$ cat src/rtl/tv80_alu_mc.sv
// Multi-cycle TV80-style ALU coprocessor: single-cycle Z80 add/sub/logic with
// registered results, plus iterative unsigned multiply and restoring divide.
module tv80_alu_mc #(
    parameter int WIDTH = 16
) (
    input  logic             clk,
    input  logic             reset_n,
    input  logic             start,
    input  logic [3:0]       op,
    input  logic [WIDTH-1:0] a,
    input  logic [WIDTH-1:0] b,
    input  logic [7:0]       f_in,
    output logic             busy,
    output logic             done,
    output logic [WIDTH-1:0] q,
    output logic [WIDTH-1:0] r,
    output logic [7:0]       f_out,
    output logic             dz
);
    localparam logic [3:0] OP_ADD = 4'd0, OP_ADC = 4'd1, OP_SUB = 4'd2, OP_SBC = 4'd3;
    localparam logic [3:0] OP_AND = 4'd4, OP_XOR = 4'd5, OP_OR = 4'd6, OP_CP = 4'd7;
    localparam logic [3:0] OP_MUL = 4'd8, OP_DIV = 4'd9;
    localparam int CW = $clog2(WIDTH);

    typedef enum logic {IDLE = 1'b0, RUN = 1'b1} state_t;

    state_t               state_reg, state_next;
    logic [CW-1:0]        cnt_reg;
    logic                 div_reg;
    logic [WIDTH-1:0]     opnd_reg;
    logic [2*WIDTH-1:0]   acc_reg, acc_next;
    logic                 done_reg, dz_reg;
    logic [WIDTH-1:0]     q_reg, r_reg;
    logic [7:0]           f_reg;

    logic accept, multi_cycle, last_step;

    // Single-cycle datapath
    logic                 is_sub, cin, ci, ovf;
    logic [WIDTH-1:0]     bb;
    logic [WIDTH:0]       sum;
    logic [WIDTH-1:0]     sc_q, sc_r;
    logic [7:0]           sc_f;
    logic                 sc_dz;
    logic                 fs, fz, fy, fh, fx, fp, fn, fc;

    // Iterative datapath
    logic [WIDTH:0]       mul_sum, trial;
    logic [WIDTH-1:0]     fin_q, fin_r;
    logic [7:0]           fin_f;

    always_ff @(posedge clk) begin
        if (!reset_n) state_reg <= IDLE;
        else          state_reg <= state_next;
    end

    always_comb begin
        state_next = state_reg;
        case (state_reg)
            IDLE: if (accept && multi_cycle) state_next = RUN;
            RUN:  if (cnt_reg == '0) state_next = IDLE;
            default: state_next = IDLE;
        endcase
    end

    always_comb begin
        busy        = (state_reg == RUN);
        accept      = start && (state_reg == IDLE);
        last_step   = (state_reg == RUN) && (cnt_reg == '0);
        multi_cycle = (op == OP_MUL) || ((op == OP_DIV) && (b != '0));
    end

    always_comb begin
        is_sub = (op == OP_SUB) || (op == OP_SBC) || (op == OP_CP);
        cin    = ((op == OP_ADC) || (op == OP_SBC)) ? f_in[0] : 1'b0;
        bb     = is_sub ? ~b : b;
        ci     = is_sub ? ~cin : cin;
        sum    = {1'b0, a} + {1'b0, bb} + {{WIDTH{1'b0}}, ci};
        ovf    = (a[WIDTH-1] == bb[WIDTH-1]) && (sum[WIDTH-1] != a[WIDTH-1]);
        sc_q   = a;
        sc_r   = '0;
        sc_dz  = 1'b0;
        fc = 1'b0; fn = 1'b0; fh = 1'b0; fp = 1'b0;
        case (op)
            OP_ADD, OP_ADC, OP_SUB, OP_SBC, OP_CP: begin
                // Subtraction runs as an add of ~B, so carry outs invert into borrows.
                sc_q = sum[WIDTH-1:0];
                fc   = sum[WIDTH] ^ is_sub;
                fh   = a[4] ^ bb[4] ^ sum[4] ^ is_sub;
                fp   = ovf;
                fn   = is_sub;
            end
            OP_AND: begin sc_q = a & b; fh = 1'b1; end
            OP_XOR: sc_q = a ^ b;
            OP_OR:  sc_q = a | b;
            OP_DIV: begin
                sc_q  = '1;
                sc_r  = a;
                sc_dz = 1'b1;
                fc    = 1'b1;
            end
            default: ;
        endcase
        if ((op == OP_AND) || (op == OP_XOR) || (op == OP_OR) || (op == OP_DIV))
            fp = ~^sc_q;
        fs = sc_q[WIDTH-1];
        fz = (sc_q == '0);
        fx = (op == OP_CP) ? b[3] : sc_q[3];
        fy = (op == OP_CP) ? b[5] : sc_q[5];
        sc_f = {fs, fz, fy, fh, fx, fp, fn, fc};
        if (op > OP_DIV) sc_f = f_in;
    end

    always_comb begin
        mul_sum = {1'b0, acc_reg[2*WIDTH-1:WIDTH]} + (acc_reg[0] ? {1'b0, opnd_reg} : '0);
        // Upper half is the partial remainder, lower half shifts dividend out and quotient in.
        trial   = {acc_reg[2*WIDTH-1:WIDTH], acc_reg[WIDTH-1]} - {1'b0, opnd_reg};
        if (div_reg)
            acc_next = trial[WIDTH] ? {acc_reg[2*WIDTH-2:0], 1'b0}
                                    : {trial[WIDTH-1:0], acc_reg[WIDTH-2:0], 1'b1};
        else
            acc_next = {mul_sum, acc_reg[WIDTH-1:1]};
        fin_q = acc_next[WIDTH-1:0];
        fin_r = acc_next[2*WIDTH-1:WIDTH];
        if (div_reg)
            fin_f = {fin_q[WIDTH-1], fin_q == '0, fin_q[5], 1'b0, fin_q[3], ~^fin_q, 2'b00};
        else
            fin_f = {fin_r[WIDTH-1], acc_next == '0, fin_q[5], 1'b0, fin_q[3],
                     fin_r != '0, 1'b0, fin_r != '0};
    end

    always_ff @(posedge clk) begin
        if (!reset_n) begin
            cnt_reg  <= '0;
            div_reg  <= 1'b0;
            opnd_reg <= '0;
            acc_reg  <= '0;
            done_reg <= 1'b0;
            q_reg    <= '0;
            r_reg    <= '0;
            f_reg    <= '0;
            dz_reg   <= 1'b0;
        end else begin
            done_reg <= 1'b0;
            if (accept) begin
                if (multi_cycle) begin
                    cnt_reg  <= CW'(WIDTH - 1);
                    div_reg  <= (op == OP_DIV);
                    opnd_reg <= (op == OP_DIV) ? b : a;
                    acc_reg  <= {{WIDTH{1'b0}}, (op == OP_DIV) ? a : b};
                end else begin
                    q_reg    <= sc_q;
                    r_reg    <= sc_r;
                    f_reg    <= sc_f;
                    dz_reg   <= sc_dz;
                    done_reg <= 1'b1;
                end
            end else if (state_reg == RUN) begin
                acc_reg <= acc_next;
                if (cnt_reg != '0) cnt_reg <= cnt_reg - 1'b1;
                if (last_step) begin
                    q_reg    <= fin_q;
                    r_reg    <= fin_r;
                    f_reg    <= fin_f;
                    dz_reg   <= 1'b0;
                    done_reg <= 1'b1;
                end
            end
        end
    end

    assign done  = done_reg;
    assign q     = q_reg;
    assign r     = r_reg;
    assign f_out = f_reg;
    assign dz    = dz_reg;
endmodule

$ cat config.mk
export PLATFORM = sky130hd
export DESIGN_NAME = tv80_alu_mc
export DESIGN_NICKNAME = d
export VERILOG_FILES = /design/src/rtl/tv80_alu_mc.sv
export SDC_FILE = /design/constraint.sdc
export NUM_CORES = 1
export LEC_CHECK = 0
export ABC_AREA = 0
export BUFFER_PORTS_ARGS = -buffer_cell sky130_fd_sc_hd__buf_2
export CAP_MARGIN = 20
export CELL_PAD_IN_SITES_DETAIL_PLACEMENT = 2
export CELL_PAD_IN_SITES_GLOBAL_PLACEMENT = 2
export CORE_MARGIN = 2
export CORE_UTILIZATION = 36
export CTS_BUF_LIST = sky130_fd_sc_hd__clkbuf_8 sky130_fd_sc_hd__clkbuf_16
export DETAILED_ROUTE_END_ITERATION = 10
export PLACE_DENSITY = 0.9
export SLEW_MARGIN = 20
export SYNTH_ARGS = -nofsm -noshare
export SYNTH_HDL_FRONTEND = slang
export SYNTH_SLANG_ARGS = --single-unit
$ cat constraint.sdc
create_clock -name clk -period 6.68 [get_ports clk]
set_input_delay 0.668 -clock clk [delete_from_list [all_inputs] [get_ports clk]]
set_output_delay 0.668 -clock clk [all_outputs]
set_load 0.03 [all_outputs]
# Word level (Yosys, flattened, before mapping)
# Index checks and enable logic that the tools add are counted.
[classes]
add_sub_neg = 5
n_lt_le_gt_ge = 1
eq_ne = 13
muxes = 50
n_bitwise = 10
reduce_logical = 30
[ops]
columns = ["operator", "n"]
rows = [
  ["2-to-1 mux 16 bit", 13],
  ["2-to-1 mux 32 bit", 5],
  ["one-hot mux 16 bit (5 select lines)", 1],
  ["2-to-1 mux 8 bit", 6],
  ["adder 16 x 16 -> 17 bit", 2],
  ["zero test 16 bit", 2],
  ["zero test 32 bit", 1],
  ["nonzero test 16 bit", 2],
  ["XNOR reduction 16 bit", 2],
  ["2-to-1 mux 1 bit", 18],
  ["adder 17 x 1 -> 17 bit", 1],
  ["subtractor 17 x 16 -> 17 bit", 1],
  ["AND 16 bit", 1],
  ["equality test 4 x 3 -> 1 bit (second input constant)", 4],
  ["2-to-1 mux 4 bit", 4],
  ["NOT 16 bit", 1],
  ["OR 16 bit", 1],
  ["XOR 16 bit", 1],
  ["equality test 4 x 2 -> 1 bit (second input constant)", 2],
  ["equality test 4 bit (second input constant)", 2],
  ["zero test 4 bit", 2],
  ["logical OR 1 bit", 7],
  ["one-hot mux 1 bit (2 select lines)", 3],
  ["AND reduction 3 bit", 2],
  ["14 further kinds", 25],
]
[word_totals]
regBits = 96
in_bits = 47
output_inout_bits = 43
elab_cells = 119

# Depth between registers and ports, before layout
# Gate-level depths: netlist of run 1.
[depth]
word_depth = 13
ltp_mapped = 29
ltp_nobuf = 27

# Least setup slack after synthesis of run 1
# Ideal clock, no wire load.
[synth_timing]
path_type = "input port to flip-flop"
from = "input op[1]"
to = "register f_reg[2] (netlist: f_out[2])"
setup_time_ps = 124
t_arrival_ps = 5586
required_time_ps = 6556
setup_slack_ps = 969
stages = 26
n_path_buf = 2
path_cell_list = "clkbuf_1 -> nor2_1 -> clkbuf_1 -> nor3_1 -> xnor2_1 -> fa_1 -> fa_1 -> a21oi_1 -> nor2_1 -> o31ai_1 -> a211o_1 -> o2111ai_1 -> a21o_1 -> a31oi_1 -> xnor2_1 -> a21oi_1 -> ha_1 -> xnor2_1 -> xnor2_1 -> xnor2_1 -> nand2_1 -> nand2_1 -> a22oi_1 -> o32ai_1 -> a21oi_1 -> a21oi_1"
[synth_via]
elab_chain_len = 13
word_cells_on_any_way = 38
cone_classes = "2 x add/sub; 1 x order compare; 12 x eq/ne; 9 x mux; 1 x bitwise; 13 x reduce/logical"
[synth_rtl]
columns = ["element", "line", "text"]
rows = [
  ["start, declared", "9", "input logic [3:0] op,"],
  ["parallel branches: the longest is 13 deep, another holds adder 16 x 16 -> 17 bit", "--", ""],
  ["end signal, assigned", "164", "f_reg <= fin_f;"],
  ["end, declared", "34", "logic [7:0] f_reg;"],
]
# Several ways; the timed one is not identified. The select of a mux whose other input is x is not followed.
# A chain may end at the register's enable or synchronous reset.

# Worst setup path after layout of run 1
[layout_timing]
from = "input op[2]"
to = "register f_reg[2] (netlist: f_out[2])"
# The elaborated chain is that of the path after synthesis.

==> impl_metrics.tcl, run 1 <==
set metrics [dict create \
    fillCellCount 2925 \
    tightest_slew_ns 0.942 \
    syn-instance-count 1216 \
    place.gp.congestion 0.982 \
    cp_common_cell "a21oi_1" \
    antenna_found_initial 0 \
    clk_pin_slew_ns 0.07 \
    crit_arrival_ns 5.91 \
    slew_viol_final 0 \
    postCtsHoldBufs 0 \
    rsz0062_at_grt "false" \
    drc_errors 0 \
    ys_types 74 \
    synth_most_common_cell "a21oi_1" \
    vias_per_cell 6.27 \
    register_area_mm2 0.00192 \
    grt_pass1_vias 11000 \
    portBuffers 89 \
    worstSetupPathType "input port to flip-flop" \
    post_cts.repair.setup_buffers 0 \
    die_w_um 164 \
    fin_area_mm2 0.0102 \
    synth_area_leaders "dfxtp_1 (21%), ha_1 (13%), a21oi_1 (6.1%)" \
    pwr-share-clk_pct 29.8 \
    slew_headroom_pct 37.1 \
    design.core.area_mm2 0.0252 \
    status "complete, no violations" \
    syn_nets 1364 \
    hp-class "flip-flop to flip-flop" \
    tns_ns 0 \
    p_leak_nw 4.50 \
    multi_input_area_mm2 0.00676 \
    postRouteAntennaNets 0 \
    htreeDepth 3 \
    p_comb_share_pct 37.8 \
    cts_tree "yes" \
    yosysTopAreaCell "dfxtp_1" \
    fp-row-count 58 \
    p_sw_w 0.000765 \
    ys_async_sr_fraction_pct 0 \
    finalCriticalPeriod_ns 5.66 \
    maxCapViolations 0 \
    antennaDiodeCount 0 \
    drt_pass1_iterations 7 \
    insertion_delay_ns 0.37 \
    syn-cell-area_mm2 0.00921 \
    wl_per_cell_um 27.3 \
    syn_area_per_cell_um2 7.58 \
    wirelength_um 43500 \
    p_int_w 0.00116 \
    cp-start-kind "input port" \
    detailed_place_hpwl_um 31600 \
    clock_path_buffers 2 \
    ios 90 \
    synth_edf_count 0 \
    grt_use_total_pct 32.6 \
    cts_resized 0 \
    start_util_pct 36.6 \
    grt_max_degree 61 \
    largest_reg_flops 32 \
    yosysSeqAreaShare_pct 20.9 \
    max_freq_ghz 0.177 \
    overflow 0 \
    rrSetupSlack_ns 1.35 \
    grt_pass1_wl_um 66700 \
    path_buf_inv 3 \
    cp.required_ns 6.93 \
    crit_fanout 16 \
    synth_top_area_share_pct 20.9 \
    hold_viol_final 0 \
    drive_gt1_share_pct 11.6 \
    worst_path_max_delay_cell "a21oi_1" \
    dieArea_mm2 0.0269 \
    p_sw_share_pct 39.7 \
    vias 10000 \
    synth.top_cells.by_count "a21oi_1 (112), nand2_1 (109), nor2_1 (100)" \
    powerDensity_mw_per_mm2 188 \
    root_buffer "clkbuf_16" \
    placed_cell_area_mm2 0.00994 \
    ys_ff_latch 96 \
    fin_nets 1407 \
    drt_iter0_drc 928 \
    fp.dieH_um 164 \
    period_share_pct 84.7 \
    worstSetupEndpointType "flip-flop" \
    critical-path-max-stage-delay_ns 0.44 \
    setup_viol 0 \
    numCtsBuffers 9 \
    critical_path.top_delay_family "compound AO/OA/AOI/OAI gates" \
    peakVddDrop_uv 124 \
    clock_sinks 96 \
    fin_skew_ns 0.0136 \
    ys.flop_type "dfxtp_1" \
    p_seq_share_pct 32.4 \
    yosys_warnings 0 \
    syn2layout_area_growth_pct 11.2 \
]
-- stage by stage --
stage,hold slack [ns],utilization (%),power (W),setup slack (ns),instances
finish,0.509,40.7,0.00193,1.02,1594
global route,0.535,40.7,0.00200,0.550,1594
CTS,0.513,40.7,0.00192,1.09,1594
detailed placement,0.494,39.5,0.00133,0.809,1578
global placement,0.463,39.4,0.00130,0.958,1577
floorplan,0.477,-,0.00110,0.969,1216
-- worst register-to-register path, stage by stage (launching register included) --
cell and delay, ns:
dfxtp_1 0.39, inv_1 0.10, ha_1 0.21, inv_1 0.08
fa_1 0.44, a211oi_1 0.36, o211ai_1 0.19, o211ai_1 0.17
o211a_1 0.54, nor4b_1 0.14, a2111oi_2 0.61, o311ai_0 0.44
nor4b_1 0.55, nand4_1 0.35, a2111o_1 0.49, a31oi_1 0.20
-- routing by layer --
metal  global-route usage (%)  wire length, um
met1                     38.7            17300
met2                     55.8            20900
met3                     3.79             2340
met4                     20.6             2940
met5                        0                0
-- cells in the final DEF (no fill, tap or decap), drive strengths merged, types with 6 or more instances in the layout --
master | netlist | layout
a32oi | 7 | 7
o211a | 24 | 24
inv | 68 | 72
nor4 | 8 | 8
o22ai | 12 | 12
and2 | 39 | 39
o221ai | 11 | 11
nor2b | 38 | 38
nand3 | 28 | 28
nand4 | 6 | 6
xor2 | 16 | 16
and3 | 13 | 13
xnor2 | 55 | 55
o21a | 16 | 16
buf | 10 | 106
a221oi | 10 | 10
a31oi | 17 | 17
nand2 | 109 | 109
o21ai | 59 | 59
clkbuf | 64 | 10
nand2b | 10 | 10
a21boi | 7 | 7
o211ai | 25 | 25
ha | 97 | 97
nor2 | 100 | 100
o21bai | 7 | 7
a211oi | 29 | 29
dfxtp | 96 | 96
a21oi | 113 | 113
a21o | 15 | 15
mux2i | 22 | 22
nor3 | 15 | 15
-- worst paths after layout --
check	from	endpoint	cells after the start
max	op[2]	f_out[2]	28
min	r[9]	r[9]	2
max reg2reg	acc_reg[15]	f_out[6]	15
min reg2reg	r[9]	r[9]	2
-- power by group through the flow --
stage          Combinational [W]  Sequential [W]  Clock [W]
6_report                0.000728        0.000623   0.000575
5_1_grt                 0.000780        0.000625   0.000593
4_1_cts                 0.000718        0.000622   0.000575
3_5_place_dp            0.000695        0.000634          0
3_3_place_gp            0.000667        0.000632          0
2_1_floorplan           0.000440        0.000660          0
-- logic make-up (layout without fill, tap and decap cells) --
family / after synthesis / in the layout / share of synthesized area [%]
compound gates: 390 / 390 / 28.9
xor+xnor: 71 / 71 / 6.75
fa+ha+maj: 101 / 101 / 14.0
buf+inv: 145 / 193 / 5.96
flops: 96 / 96 / 20.9
mux: 27 / 27 / 3.00
simple gates: 386 / 386 / 20.5
-- final cells by class --
cell class              count  area share [%]
multi-input cells         975            66.0
repair buffers            106            5.67
inverters                  71            2.60
well taps                 330            4.03
flip-flops and latches     96            18.8
clock inverters             6           0.635
clock buffers              10            2.33
No activity file was read; power rests on OpenSTA's default activity.
==> run 2, diff against run 1 <==
ABC_AREA = 1   (was 0)
CORE_UTILIZATION = 33   (was 36)
PLACE_DENSITY = 0.89   (was 0.9)
clock period = 5.9 ns   (was 6.68 ns; I/O delays follow)
==> impl_metrics.tcl, run 2 <==
set metrics [dict create \
    fin_skew_ns 0.0138 \
    grt_max_degree 72 \
    tightest_slew_ns 1.12 \
    crit_arrival_ns 5.70 \
    design.core.area_mm2 0.0279 \
    yosysSeqAreaShare_pct 20.4 \
    drc_errors 0 \
    synth_top_area_share_pct 20.4 \
    start_util_pct 33.7 \
    synth.top_cells.by_count "nand2_1 (377), inv_1 (188), o21ai_0 (108)" \
    max_freq_ghz 0.185 \
    cp.required_ns 6.20 \
    root_buffer "clkbuf_16" \
    htreeDepth 3 \
    placed_cell_area_mm2 0.0102 \
    grt_use_total_pct 32.2 \
    status "complete, no violations" \
    maxCapViolations 0 \
    place.gp.congestion 0.903 \
    ys_types 61 \
    clock_sinks 96 \
    clock_path_buffers 2 \
    slew_viol_final 0 \
    drt_iter0_drc 711 \
    hp-class "flip-flop to flip-flop" \
    ys_ff_latch 96 \
    clk_pin_slew_ns 0.08 \
    synth_area_leaders "dfxtp_1 (20%), nand2_1 (15%), ha_1 (13%)" \
    hold_viol_final 0 \
    finalCriticalPeriod_ns 5.40 \
    worst_path_max_delay_cell "fa_1" \
    drive_gt1_share_pct 13.6 \
    fin_nets 1663 \
    r2r_cells 21 \
    powerDensity_mw_per_mm2 212 \
    wirelength_um 48200 \
    final_cell_mix "nand2_1 (377), inv_1 (188), o21ai_0 (108)" \
    worstSetupEndpointType "flip-flop" \
    die_w_um 173 \
    cp-start-kind "input port" \
    peakVddDrop_uv 141 \
    hold_start "r[15]" \
    period_share_pct 91.5 \
    fp.dieH_um 173 \
    ys.flop_type "dfxtp_1" \
    portBuffers 89 \
    ys_async_sr_fraction_pct 0 \
    grt_pass1_wl_um 74700 \
    vias_per_cell 5.80 \
    cts_tree "yes" \
    startpoint "op[3]" \
    syn_nets 1604 \
    postCtsHoldBufs 0 \
    p_leak_nw 5.12 \
    yosys_warnings 0 \
    postRouteAntennaNets 0 \
    largest_reg_flops 32 \
    syn2layout_area_growth_pct 11.3 \
    antenna_found_initial 0 \
    syn_area_per_cell_um2 6.46 \
    rr_startpoint "acc_reg[0]" \
    layout_commonest_cell "nand2_1" \
    syn-instance-count 1456 \
    grt_pass1_vias 12400 \
    synth_most_common_cell "nand2_1" \
    yosysTopAreaCell "dfxtp_1" \
    fin_area_mm2 0.0105 \
    reg2reg_to "f_out[2]" \
    hold_end "r[15]" \
    numCtsBuffers 9 \
    rsz0062_at_grt "false" \
    vias 11000 \
    wl_per_cell_um 25.4 \
    syn-cell-area_mm2 0.00940 \
    setup_viol 0 \
    dieArea_mm2 0.0299 \
    cp_common_cell "nand2_1" \
    worstSetupPathType "input port to flip-flop" \
    detailed_place_hpwl_um 34500 \
    tns_ns 0 \
    rrSetupSlack_ns 1.83 \
    drt_pass1_iterations 5 \
    ios 90 \
    insertion_delay_ns 0.38 \
    fp-row-count 61 \
    synth_edf_count 0 \
    critical-path-max-stage-delay_ns 0.45 \
    crit_fanout 9 \
    slew_headroom_pct 25.2 \
    whs_path_depth 2 \
    overflow 0 \
]
-- run 2: how the worst max path moves through the flow --
| stage | slack (ns) | to | cells past startpoint |
|---|---|---|---|
| floorplan | 0.87 | f_out[2] | 31 |
| CTS | 0.38 | f_out[2] | 29 |
| detailed placement | 0.18 | f_out[2] | 29 |
| finish | 0.50 | f_out[2] | 29 |
| global placement | 0.59 | f_out[2] | 29 |
| global route | 0.1 | f_out[2] | 30 |
-- run 2: logic make-up after synthesis --
kind of cell    share of synthesized area [%]
simple gates                             31.2
compound gates                           18.6
buf+inv                                  10.6
fa+ha+maj                                13.8
flops                                    20.4
xor+xnor                                 4.10
mux                                      1.28
-- run 2: critical path: cells and delay by family --
family,cells,cell delay (ns)
compound gates,7,1.24
xor+xnor,4,0.66
fa+ha+maj,3,1.16
buf+inv,2,0.23
simple gates,13,1.78
-- run 2: power by group --
group          internal, W  switching [W]  leakage (nW)
combinational     0.000272       0.000599          4.20
sequential        0.000681      0.0000377         0.783
clock             0.000297       0.000332         0.141
total              0.00125       0.000968          5.12
-- run 2: area by class of cell --
cell class              count  area [um2]
diodes                      1        2.50
clock buffers               9         225
clock inverters             7        66.3
fillers                  3459       17500
inverters                 192         721
multi-input cells        1111        6490
flip-flops and latches     96        1920
well taps                 378         473
repair buffers            105         566
-- run 2: per-stage QoR --
stage / instances / setup WS (ns) / hold WS (ns) / utilization (%) / power (W)
global placement: 1880 / 0.590 / 0.453 / 36.3 / 0.00149
CTS: 1896 / 0.381 / 0.493 / 37.4 / 0.00220
floorplan: 1456 / 0.870 / 0.469 / - / 0.00127
detailed placement: 1880 / 0.184 / 0.465 / 36.3 / 0.00154
global route: 1898 / 0.0994 / 0.515 / 37.4 / 0.00231
finish: 1899 / 0.500 / 0.492 / 37.5 / 0.00222
-- run 2: repair_timing --
action / in CTS / in global routing
endpoints found under the setup margin: 0 / 1
buffers inserted: 0 / 2
resized for setup: 0 / 0
-- run 2: metal layers --
layer,up-vias,share of wire (%),GRT usage [%],wire (um)
met5,-,0,0,0
met4,0,6.3,19.5,3060
met2,440,49,57.2,23500
met1,5488,40,36.3,19100
li1,4900,-,-,-
met3,193,5.3,5.17,2570
